--- src/rtl/sata_identify_generator_pkg.sv ---
// Shared IDENTIFY DEVICE layout: dword offsets, signature, FSM state type and
// content helpers used by the device-side frame generator.
package sata_identify_generator_pkg;

    localparam int IDENTIFY_DWORDS  = 128;

    localparam int WORD0_OFFSET     = 0;
    localparam int CAP49_OFFSET     = 24;
    localparam int LBA28_OFFSET     = 30;
    localparam int SATA_CAP_OFFSET  = 38;
    localparam int CMDSET83_OFFSET  = 41;
    localparam int CMDSET86_OFFSET  = 43;
    localparam int MAX_LBA_OFFSET   = 50;
    localparam int CHECKSUM_OFFSET  = 127;

    localparam logic [7:0]  IDENTIFY_SIG = 8'hA5;
    localparam logic [47:0] LBA28_MAX    = 48'h0000_0FFF_FFFF;

    typedef enum logic [1:0] {
        ST_IDLE  = 2'd0,
        ST_SEND  = 2'd1,
        ST_ABORT = 2'd2
    } id_state_e;

    function automatic logic [7:0] byte_sum(input logic [31:0] d);
        return d[7:0] + d[15:8] + d[23:16] + d[31:24];
    endfunction

    // Word 2N sits in bits 15:0 of dword N, word 2N+1 in bits 31:16.
    function automatic logic [31:0] identify_dword(
        input int          idx,
        input logic [15:0] word0,
        input logic [2:0]  caps,
        input logic [47:0] lba,
        input logic [7:0]  sum
    );
        logic [31:0] d;
        logic [7:0]  cs;
        d  = 32'h0000_0000;
        cs = 8'h00 - (sum + IDENTIFY_SIG);
        case (idx)
            WORD0_OFFSET:       d = {16'h0000, word0};
            CAP49_OFFSET:       d[25] = 1'b1;
            LBA28_OFFSET:       d = (lba > LBA28_MAX) ? 32'h0FFF_FFFF : lba[31:0];
            SATA_CAP_OFFSET:    d[3:1] = caps;
            CMDSET83_OFFSET:    d[26] = 1'b1;
            CMDSET86_OFFSET:    d[26] = 1'b1;
            MAX_LBA_OFFSET:     d = lba[31:0];
            MAX_LBA_OFFSET + 1: d = {16'h0000, lba[47:32]};
            CHECKSUM_OFFSET:    d = {cs, IDENTIFY_SIG, 16'h0000};
            default:            d = 32'h0000_0000;
        endcase
        return d;
    endfunction

endpackage

--- src/rtl/sata_identify_generator.sv ---
// Device-side IDENTIFY DEVICE frame source: streams 128 dwords with a
// valid/ready handshake, supports abort, and appends the word-255 checksum.
module sata_identify_generator
    import sata_identify_generator_pkg::*;
#(
    parameter int          FIS_LEN   = IDENTIFY_DWORDS,
    parameter logic [15:0] WORD0_VAL = 16'h0040
) (
    input  logic        clk,
    input  logic        reset,
    input  logic        start,
    input  logic [2:0]  sata_caps,
    input  logic [47:0] max_lba,
    input  logic        abort,
    output logic [31:0] o_dat,
    output logic        o_val,
    output logic        o_eop,
    output logic        o_err,
    input  logic        o_rdy,
    output logic        busy,
    output logic        done
);

    localparam int             IW       = $clog2(FIS_LEN);
    localparam logic [IW-1:0]  LAST_IDX = IW'(FIS_LEN - 1);

    id_state_e     state_q, state_d;
    logic [IW-1:0] idx_q, idx_d;
    logic [7:0]    sum_q, sum_d;
    logic [2:0]    caps_q, caps_d;
    logic [47:0]   lba_q, lba_d;
    logic [31:0]   o_dat_q, o_dat_d;
    logic          o_val_q, o_val_d;
    logic          o_eop_q, o_eop_d;
    logic          o_err_q, o_err_d;
    logic          busy_q, busy_d;
    logic          done_q, done_d;
    logic          xfer_s;

    // Next-state logic; o_dat_d always carries the dword for idx_d so the
    // output beat is registered and holds naturally across stalls.
    always_comb begin
        state_d = state_q;
        idx_d   = idx_q;
        sum_d   = sum_q;
        caps_d  = caps_q;
        lba_d   = lba_q;
        o_dat_d = o_dat_q;
        o_val_d = o_val_q;
        o_eop_d = o_eop_q;
        o_err_d = o_err_q;
        done_d  = 1'b0;
        xfer_s  = o_val_q & o_rdy;
        case (state_q)
            ST_IDLE: begin
                if (start) begin
                    state_d = ST_SEND;
                    caps_d  = sata_caps;
                    lba_d   = max_lba;
                    idx_d   = '0;
                    sum_d   = 8'h00;
                    o_dat_d = identify_dword(WORD0_OFFSET, WORD0_VAL, sata_caps, max_lba, 8'h00);
                    o_val_d = 1'b1;
                    o_eop_d = 1'b0;
                    o_err_d = 1'b0;
                end else begin
                    o_val_d = 1'b0;
                end
            end
            ST_SEND: begin
                // A final-beat transfer wins over a simultaneous abort.
                if (xfer_s && (idx_q == LAST_IDX)) begin
                    state_d = ST_IDLE;
                    o_dat_d = 32'h0000_0000;
                    o_val_d = 1'b0;
                    o_eop_d = 1'b0;
                    o_err_d = 1'b0;
                    done_d  = 1'b1;
                end else if (abort) begin
                    state_d = ST_ABORT;
                    o_dat_d = 32'h0000_0000;
                    o_val_d = 1'b1;
                    o_eop_d = 1'b1;
                    o_err_d = 1'b1;
                end else if (xfer_s) begin
                    if (int'(idx_q) < CHECKSUM_OFFSET) begin
                        sum_d = sum_q + byte_sum(o_dat_q);
                    end else begin
                        sum_d = sum_q;
                    end
                    idx_d   = idx_q + IW'(1);
                    o_dat_d = identify_dword(int'(idx_d), WORD0_VAL, caps_q, lba_q, sum_d);
                    o_eop_d = (idx_d == LAST_IDX);
                end else begin
                    idx_d = idx_q;
                end
            end
            ST_ABORT: begin
                if (o_rdy) begin
                    state_d = ST_IDLE;
                    o_dat_d = 32'h0000_0000;
                    o_val_d = 1'b0;
                    o_eop_d = 1'b0;
                    o_err_d = 1'b0;
                    done_d  = 1'b1;
                end else begin
                    o_val_d = 1'b1;
                end
            end
            default: begin
                state_d = ST_IDLE;
                o_val_d = 1'b0;
                o_eop_d = 1'b0;
                o_err_d = 1'b0;
            end
        endcase
        busy_d = (state_d != ST_IDLE);
    end

    // State and output registers.
    always_ff @(posedge clk or negedge reset) begin
        if (!reset) begin
            state_q <= ST_IDLE;
            idx_q   <= '0;
            sum_q   <= 8'h00;
            caps_q  <= 3'b000;
            lba_q   <= 48'h0000_0000_0000;
            o_dat_q <= 32'h0000_0000;
            o_val_q <= 1'b0;
            o_eop_q <= 1'b0;
            o_err_q <= 1'b0;
            busy_q  <= 1'b0;
            done_q  <= 1'b0;
        end else begin
            state_q <= state_d;
            idx_q   <= idx_d;
            sum_q   <= sum_d;
            caps_q  <= caps_d;
            lba_q   <= lba_d;
            o_dat_q <= o_dat_d;
            o_val_q <= o_val_d;
            o_eop_q <= o_eop_d;
            o_err_q <= o_err_d;
            busy_q  <= busy_d;
            done_q  <= done_d;
        end
    end

    assign o_dat = o_dat_q;
    assign o_val = o_val_q;
    assign o_eop = o_eop_q;
    assign o_err = o_err_q;
    assign busy  = busy_q;
    assign done  = done_q;

endmodule

--- config.mk ---
export PLATFORM = sky130hd
export DESIGN_NAME = sata_identify_generator
export DESIGN_NICKNAME = d
export VERILOG_FILES = /design/src/rtl/sata_identify_generator_pkg.sv /design/src/rtl/sata_identify_generator.sv
export SDC_FILE = /design/constraint.sdc
export NUM_CORES = 1
export LEC_CHECK = 0
export BUFFER_PORTS_ARGS = -buffer_cell sky130_fd_sc_hd__clkbuf_2
export CAP_MARGIN = 0
export CORE_MARGIN = 5
export CORE_UTILIZATION = 40
export DETAILED_ROUTE_END_ITERATION = 8
export PLACE_DENSITY = 0.66
export SLEW_MARGIN = 20
export SYNTH_ARGS = -nofsm -noshare
export SYNTH_HDL_FRONTEND = slang
export SYNTH_SLANG_ARGS = --single-unit
--- constraint.sdc ---
create_clock -name clk -period 5.32 [get_ports clk]
set_input_delay 0.266 -clock clk [delete_from_list [all_inputs] [get_ports clk]]
set_output_delay 0.266 -clock clk [all_outputs]
set_load 0.02 [all_outputs]
==> impl_metrics.py, run 1 <==
metrics = {
    "drt": {
        "finalWirelength_microns": 15600,
        "drt_iter0_drc": 356,
        "drtAntennaViolNets": 0,
        "viasPerCell": 5.52,
        "via_count": 4531,
        "dr.pass1.iters": 5,
        "drc": 0,
        "wl_per_cell_microns": 19.0,
    },
    "worst_setup_path": {
        "crit_path_start_kind": "flip-flop",
        "slowest_stage": "fa_1",
        "cp_max_fo": 4,
        "r2r-end": "o_dat[31]",
        "cp_common_cell": "fa_1",
        "reg2reg_depth": 13,
        "cpPeakStageDelay_ps": 580,
        "path_class": "flip-flop to flip-flop",
        "r2r_slack_ps": 1040,
        "required_ps": 5610,
        "regToRegStartpoint": "o_dat[1]",
        "cp_cell_sequence": "fa_1, fa_1, fa_1, ha_1, inv_1, fa_1, nand2b_1, a21oi_1, xor2_1, or2_2, a31o_2, or4b_1, nand3_1",
        "path_buf_inv": 1,
        "cp_data_arrival_time_ps": 4570,
        "cp-end-kind": "flip-flop",
        "cpLargestDelayFamily": "adder cells",
    },
    "clocking": {
        "cts-root-buf": "clkbuf_16",
        "cts_resized": 0,
        "path_clk_slew_ps": 80,
        "cts_sinks": 105,
        "cts_tree": "yes",
        "htree_levels": 3,
        "cts_max_path_buffers": 2,
        "clkLatencyLatePin_ps": 360,
        "postCtsSetupRepairBufs": 0,
        "cts_made_buffers": 9,
    },
    "global_routing": {
        "grt.total_usage_pct": 18.2,
        "grt_max_degree": 70,
        "grt_pass1_wl_microns": 25300,
        "grt_pass1_vias": 4699,
        "antenna_found_initial": 0,
        "grt-ovfl-total": 0,
    },
    "floorplan": {
        "rows": 44,
        "ios": 93,
        "die_w_microns": 132,
        "core_area_sq_um": 14500,
        "dieHeight_microns": 132,
        "start_util_pct": 40.7,
        "die-area_sq_um": 17300,
    },
    "timing": {
        "clock_skew_ps": 10.2,
        "slew_headroom_pct": 28.2,
        "setup_tns_ps": 0,
        "whs_ps": 134,
        "rsz0062_at_grt": "no",
        "setup_viol": 0,
        "finalCritPeriodShare_pct": 80.4,
        "hold_violations": 0,
        "worstMarginPinSlew_ps": 1080,
        "fin_ws_ps": 1040,
        "clock.fmax_mhz": 234,
        "min_period_ps": 4280,
        "maxSlewViolCount": 0,
    },
    "final_layout": {
        "fillers": 1385,
        "nets": 726,
        "layout.cells.non_filler": 821,
        "diodes": 0,
        "area_growth_syn_to_layout_pct": 15.3,
        "drive_gt1_share_pct": 28.9,
    },
    "synthesis": {
        "syn_inst": 551,
        "synth_warnings": 0,
        "async_flop_share_pct": 100,
        "synth_cell_types": 70,
        "yosysSeqAreaShare_pct": 44.5,
        "synth_top_flop_cell": "dfrtp_1",
        "netlist_area_sq_um": 5910,
        "synth_edf_count": 0,
        "syn_nets": 645,
        "ys_ff_latch": 105,
        "syn_avg_cell_area_sq_um": 10.7,
    },
    "status": {
        "outcome": "finished clean",
    },
    "power_and_ir_drop": {
        "combPwrFrac_pct": 27.1,
        "p_switching_mw": 0.883,
        "switching_share_pct": 34.1,
        "fin_total_pwr_mw": 2.59,
        "pwr-share-seq_pct": 46.9,
        "vdd_ir_drop_max_v": 0.000223,
        "p_per_area_nw_per_um2": 380,
        "power.leakage_nw": 3.21,
        "pwr-share-clk_pct": 26.0,
        "p_int_mw": 1.70,
    },
    "worst_hold_path": {
        "whs_path_depth": 2,
        "min_from": "max_lba[1]",
        "holdPathEnd": "lba_q[1]",
        "hp-class": "primary input to flip-flop",
    },
    "run": {
        "max_cap_violations": 0,
    },
    "place": {
        "portBuffers": 92,
        "place_hpwl_microns": 11900,
        "gp_congestion": 0.906,
        "dp_slack_ps": 1030,
        "placed_cells": 804,
    },
}
## layer usage
layer / vias to the layer above / routed length [microns] / GRT usage, %
met1: 2249 / 6880 / 24.8
met3: 23 / 903 / 4.05
met4: 0 / 328 / 6.17
met2: 145 / 7470 / 28.7
li1: 2114 / - / -
met5: - / 0 / 0
## sequential cells by signal (all words and copies together) (netlist names)
name	flops
busy	1
idx_q	7
state_q	2
o_val	1
caps_q	3
sum_q	8
done	1
o_dat	32
o_eop	1
o_err	1
lba_q	48
## power by group through the flow
stage	Clock, mW	Combinational, mW	Sequential, mW
after floorplan	0	0.502	1.18
after global placement	0	0.679	1.22
after detailed placement	0	0.703	1.23
after CTS	0.691	0.707	1.21
after global routing	0.725	0.764	1.24
final	0.672	0.700	1.21
## how the worst max path moves through the flow
stage | start | endpoint | depth (start not counted)
after floorplan | o_dat[2] | o_dat[31] | 14
after global placement | o_dat[1] | o_dat[31] | 13
after detailed placement | o_dat[1] | o_dat[31] | 13
after CTS | o_dat[1] | o_dat[31] | 13
after global routing | o_dat[1] | o_dat[31] | 13
final | o_dat[1] | o_dat[31] | 13
## area by class of cell
type	count	area (sq um)	area share, %
clock buffers	10	239	3.51
clock inverters	6	66.3	0.974
inverters	38	143	2.09
multi-input cells	382	3010	44.2
flip-flops and latches	105	2630	38.6
well taps	184	230	3.38
repair buffers	96	495	7.27
## synth_stat cells, types with 7 or more instances
master	number	share of area (%)
a211oi_1	8	1.0
a21oi_1	19	1.6
a221oi_1	11	1.6
a22o_1	9	1.3
and3_1	7	0.74
buf_2	11	0.93
clkbuf_1	7	0.44
dfrtp_1	105	44
fa_1	20	6.8
ha_1	18	3.8
inv_1	38	2.4
mux2_2	52	9.9
nand2_1	50	3.2
nand3_1	11	0.93
nor2_1	22	1.4
o21ai_0	26	2.2
o21ai_1	23	1.9
xnor2_1	10	1.5
xor2_1	7	1.0
## logic make-up after synthesis
family | count (synthesis) | share of synthesized area [%]
simple gates | 136 | 12.2
buf+inv | 64 | 4.62
mux | 53 | 10.1
flops | 105 | 44.5
xor+xnor | 17 | 2.52
compound gates | 138 | 15.5
fa+ha+maj | 38 | 10.6
## timing repair
action / 4_1_cts / 5_1_grt
hold buffers: 1 / 0
setup endpoints to repair: 0 / 0
endpoints found under the hold margin: 36 / 0
## worst register-to-register path: cells and delay by family, from the launching register on
family | cells | cell delay (ps)
AO/OA/AOI/OAI | 2 | 410
AND/OR/NAND/NOR | 4 | 1040
adder cells (fa/ha/maj) | 5 | 2140
XOR/XNOR | 1 | 140
flip-flops | 1 | 410
buffers and inverters | 1 | 60
## stage by stage
| stage | instance area [sq um] | util (%) |
|---|---|---|
| after global placement | 6500 | 44.7 |
| final | 6810 | 46.9 |
| after global routing | 6810 | 46.9 |
| after CTS | 6810 | 46.9 |
| after detailed placement | 6500 | 44.7 |
| after floorplan | 5910 | - |
## layout by cell type (no fill, tap or decap), drive strengths merged, types with 2 or more instances in the layout
| master | count |
|---|---|
| nor3 | 4 |
| buf | 4 |
| o21a | 5 |
| mux2 | 52 |
| nand3 | 11 |
| xor2 | 7 |
| ha | 18 |
| a21boi | 3 |
| o31a | 2 |
| a31oi | 3 |
| a21o | 2 |
| fa | 20 |
| o21bai | 2 |
| or3 | 6 |
| nor4 | 7 |
| xnor2 | 10 |
| nor2 | 24 |
| o31ai | 4 |
| o22ai | 2 |
| and2 | 4 |
| a22oi | 5 |
| clkbuf | 101 |
| o211ai | 2 |
| and3 | 7 |
| inv | 41 |
| o21ai | 50 |
| nand2 | 51 |
| nand2b | 5 |
| nor3b | 2 |
| clkinv | 2 |
| a211oi | 9 |
| or2 | 5 |
| a22o | 9 |
| a221oi | 11 |
| dfrtp | 105 |
| nor2b | 3 |
| nand3b | 2 |
| a21oi | 20 |
No activity file was read; power rests on OpenSTA's default activity.
==> run 2: changes to the inputs <==
- clock period: 5.32 -> 4.2 ns (I/O delays scaled with it)
==> impl_metrics.py, run 2 (synthesis results as in run 1) <==
metrics = {
    "final_layout": {
        "largest_register": "lba_q",
        "largest_register_ffs": 48,
        "multi_input_area_sq_um": 3040,
        "nets": 736,
        "fin_util_pct": 47.6,
        "area_growth_syn_to_layout_pct": 17.2,
        "drive_gt1_share_pct": 31.0,
        "layout_common_cells": "dfrtp_1 (105), clkbuf_2 (91), mux2_2 (52)",
        "fillers": 1361,
        "diodes": 0,
        "final_common_cell": "dfrtp_1",
        "ff_latch_area_sq_um": 2630,
    },
    "power_and_ir_drop": {
        "pwr-share-clk_pct": 26.9,
        "power.leakage_nw": 3.28,
        "switching_share_pct": 33.7,
        "p_switching_mw": 1.12,
        "fin_total_pwr_mw": 3.32,
        "combPwrFrac_pct": 26.8,
        "vdd_ir_drop_max_v": 0.000280,
        "p_int_mw": 2.20,
        "pwr-share-seq_pct": 46.3,
        "p_per_area_nw_per_um2": 480,
    },
    "drt": {
        "via_count": 4652,
        "wl_per_cell_microns": 19.2,
        "drtAntennaViolNets": 0,
        "dr.pass1.iters": 5,
        "drc": 0,
        "viasPerCell": 5.60,
        "drt_iter0_drc": 383,
        "finalWirelength_microns": 15900,
    },
    "worst_setup_path": {
        "cp_max_fo": 3,
        "cpLargestDelayFamily": "adder cells",
        "cp_common_cell": "inv_1",
        "cp-end-kind": "flip-flop",
        "cp_cell_sequence": "inv_1, fa_1, inv_1, fa_1, inv_1, fa_1, inv_1, ha_1, a211oi_2, o21ba_2, nor4_1, or2_2, a31o_2, or4b_1, nand3_1",
        "path_class": "flip-flop to flip-flop",
        "crit_path_start_kind": "flip-flop",
        "cp_data_arrival_time_ps": 4400,
        "cpPeakStageDelay_ps": 540,
        "reg2reg_depth": 15,
        "path_buf_inv": 4,
        "regToRegStartpoint": "o_dat[2]",
        "r2r_slack_ps": 90,
        "r2r-end": "o_dat[31]",
        "slowest_stage": "fa_1",
        "required_ps": 4490,
    },
    "timing": {
        "fin_ws_ps": 89.0,
        "slew_headroom_pct": 30.7,
        "worstMarginPinSlew_ps": 1040,
        "hold_violations": 24,
        "min_period_ps": 4110,
        "setup_viol": 0,
        "clock.fmax_mhz": 243,
        "whs_ps": -13.6,
        "clock_skew_ps": 13.7,
        "maxSlewViolCount": 0,
        "finalCritPeriodShare_pct": 97.9,
    },
    "floorplan": {
        "die-area_sq_um": 17300,
        "dieHeight_microns": 132,
        "rows": 44,
        "ios": 93,
        "start_util_pct": 40.7,
        "core_area_sq_um": 14500,
        "die_w_microns": 132,
    },
    "place": {
        "place_hpwl_microns": 12000,
        "dp_slack_ps": 52.2,
        "gp_congestion": 0.904,
        "portBuffers": 92,
    },
    "status": {
        "outcome": "finished with violations",
        "violations": "negative hold slack",
    },
    "global_routing": {
        "grt_max_degree": 71,
        "antenna_found_initial": 0,
        "grt_pass1_vias": 4751,
        "grt_pass1_wl_microns": 25700,
        "grt.total_usage_pct": 18.5,
        "grt-ovfl-total": 0,
    },
    "clocking": {
        "htree_levels": 3,
        "cts-root-buf": "clkbuf_16",
        "cts_max_path_buffers": 2,
        "cts_sinks": 105,
        "cts_made_buffers": 9,
        "path_clk_slew_ps": 80,
        "cts_tree": "yes",
        "clkLatencyLatePin_ps": 360,
    },
    "run": {
        "max_cap_violations": 0,
    },
    "worst_hold_path": {
        "hp-class": "primary input to async pin",
    },
}
run 2: repair_timing:
item | 4_1_cts | 5_1_grt
resized for setup | 0 | 6
endpoints found under the setup margin | 0 | 3
setup buffers | 0 | 3
hold buffers | 0 | 0
run 2: power groups by stage:
stage                     logic [mW]  clock network (mW)  registers [mW]
final                          0.889               0.893            1.54
after global routing           0.984               0.956            1.57
after CTS                      0.899               0.913            1.54
after detailed placement       0.897                   0            1.55
after global placement         0.869                   0            1.55
after floorplan                0.636                   0            1.49
run 2: how the worst max path moves through the flow:
stage,startpoint,endpoint,slack (ps),cells after the start
after floorplan,o_dat[2],o_dat[31],30,14
after global placement,o_dat[1],o_dat[31],100,13
after detailed placement,o_dat[2],o_dat[31],50,15
after CTS,o_dat[2],o_dat[31],10,15
after global routing,o_dat[2],o_dat[31],-30,15
final,o_dat[2],o_dat[31],90,15
run 2: cell type report:
type                    count  area share, %
well taps                 184           3.33
inverters                  38           2.06
repair buffers            106           8.21
multi-input cells         382           43.9
clock buffers               9           3.25
clock inverters             6           1.25
flip-flops and latches    105           38.0
run 2: stage by stage:
stage | instance area (sq um) | setup TNS (ps) | std cells
3_3_place_gp | 6560 | 0 | 812
4_1_cts | 6870 | 0 | 827
3_5_place_dp | 6560 | 0 | 812
2_1_floorplan | 5910 | 0 | 551
5_1_grt | 6920 | -50.5 | 830
6_report | 6920 | 0 | 830
run 2: metal layers:
layer	up-vias	global-route usage, %	wire [microns]
met5	-	0	0
met4	0	6.69	415
met3	25	4.20	868
met2	151	29.0	7560
met1	2345	25.2	7090
li1	2131	-	-
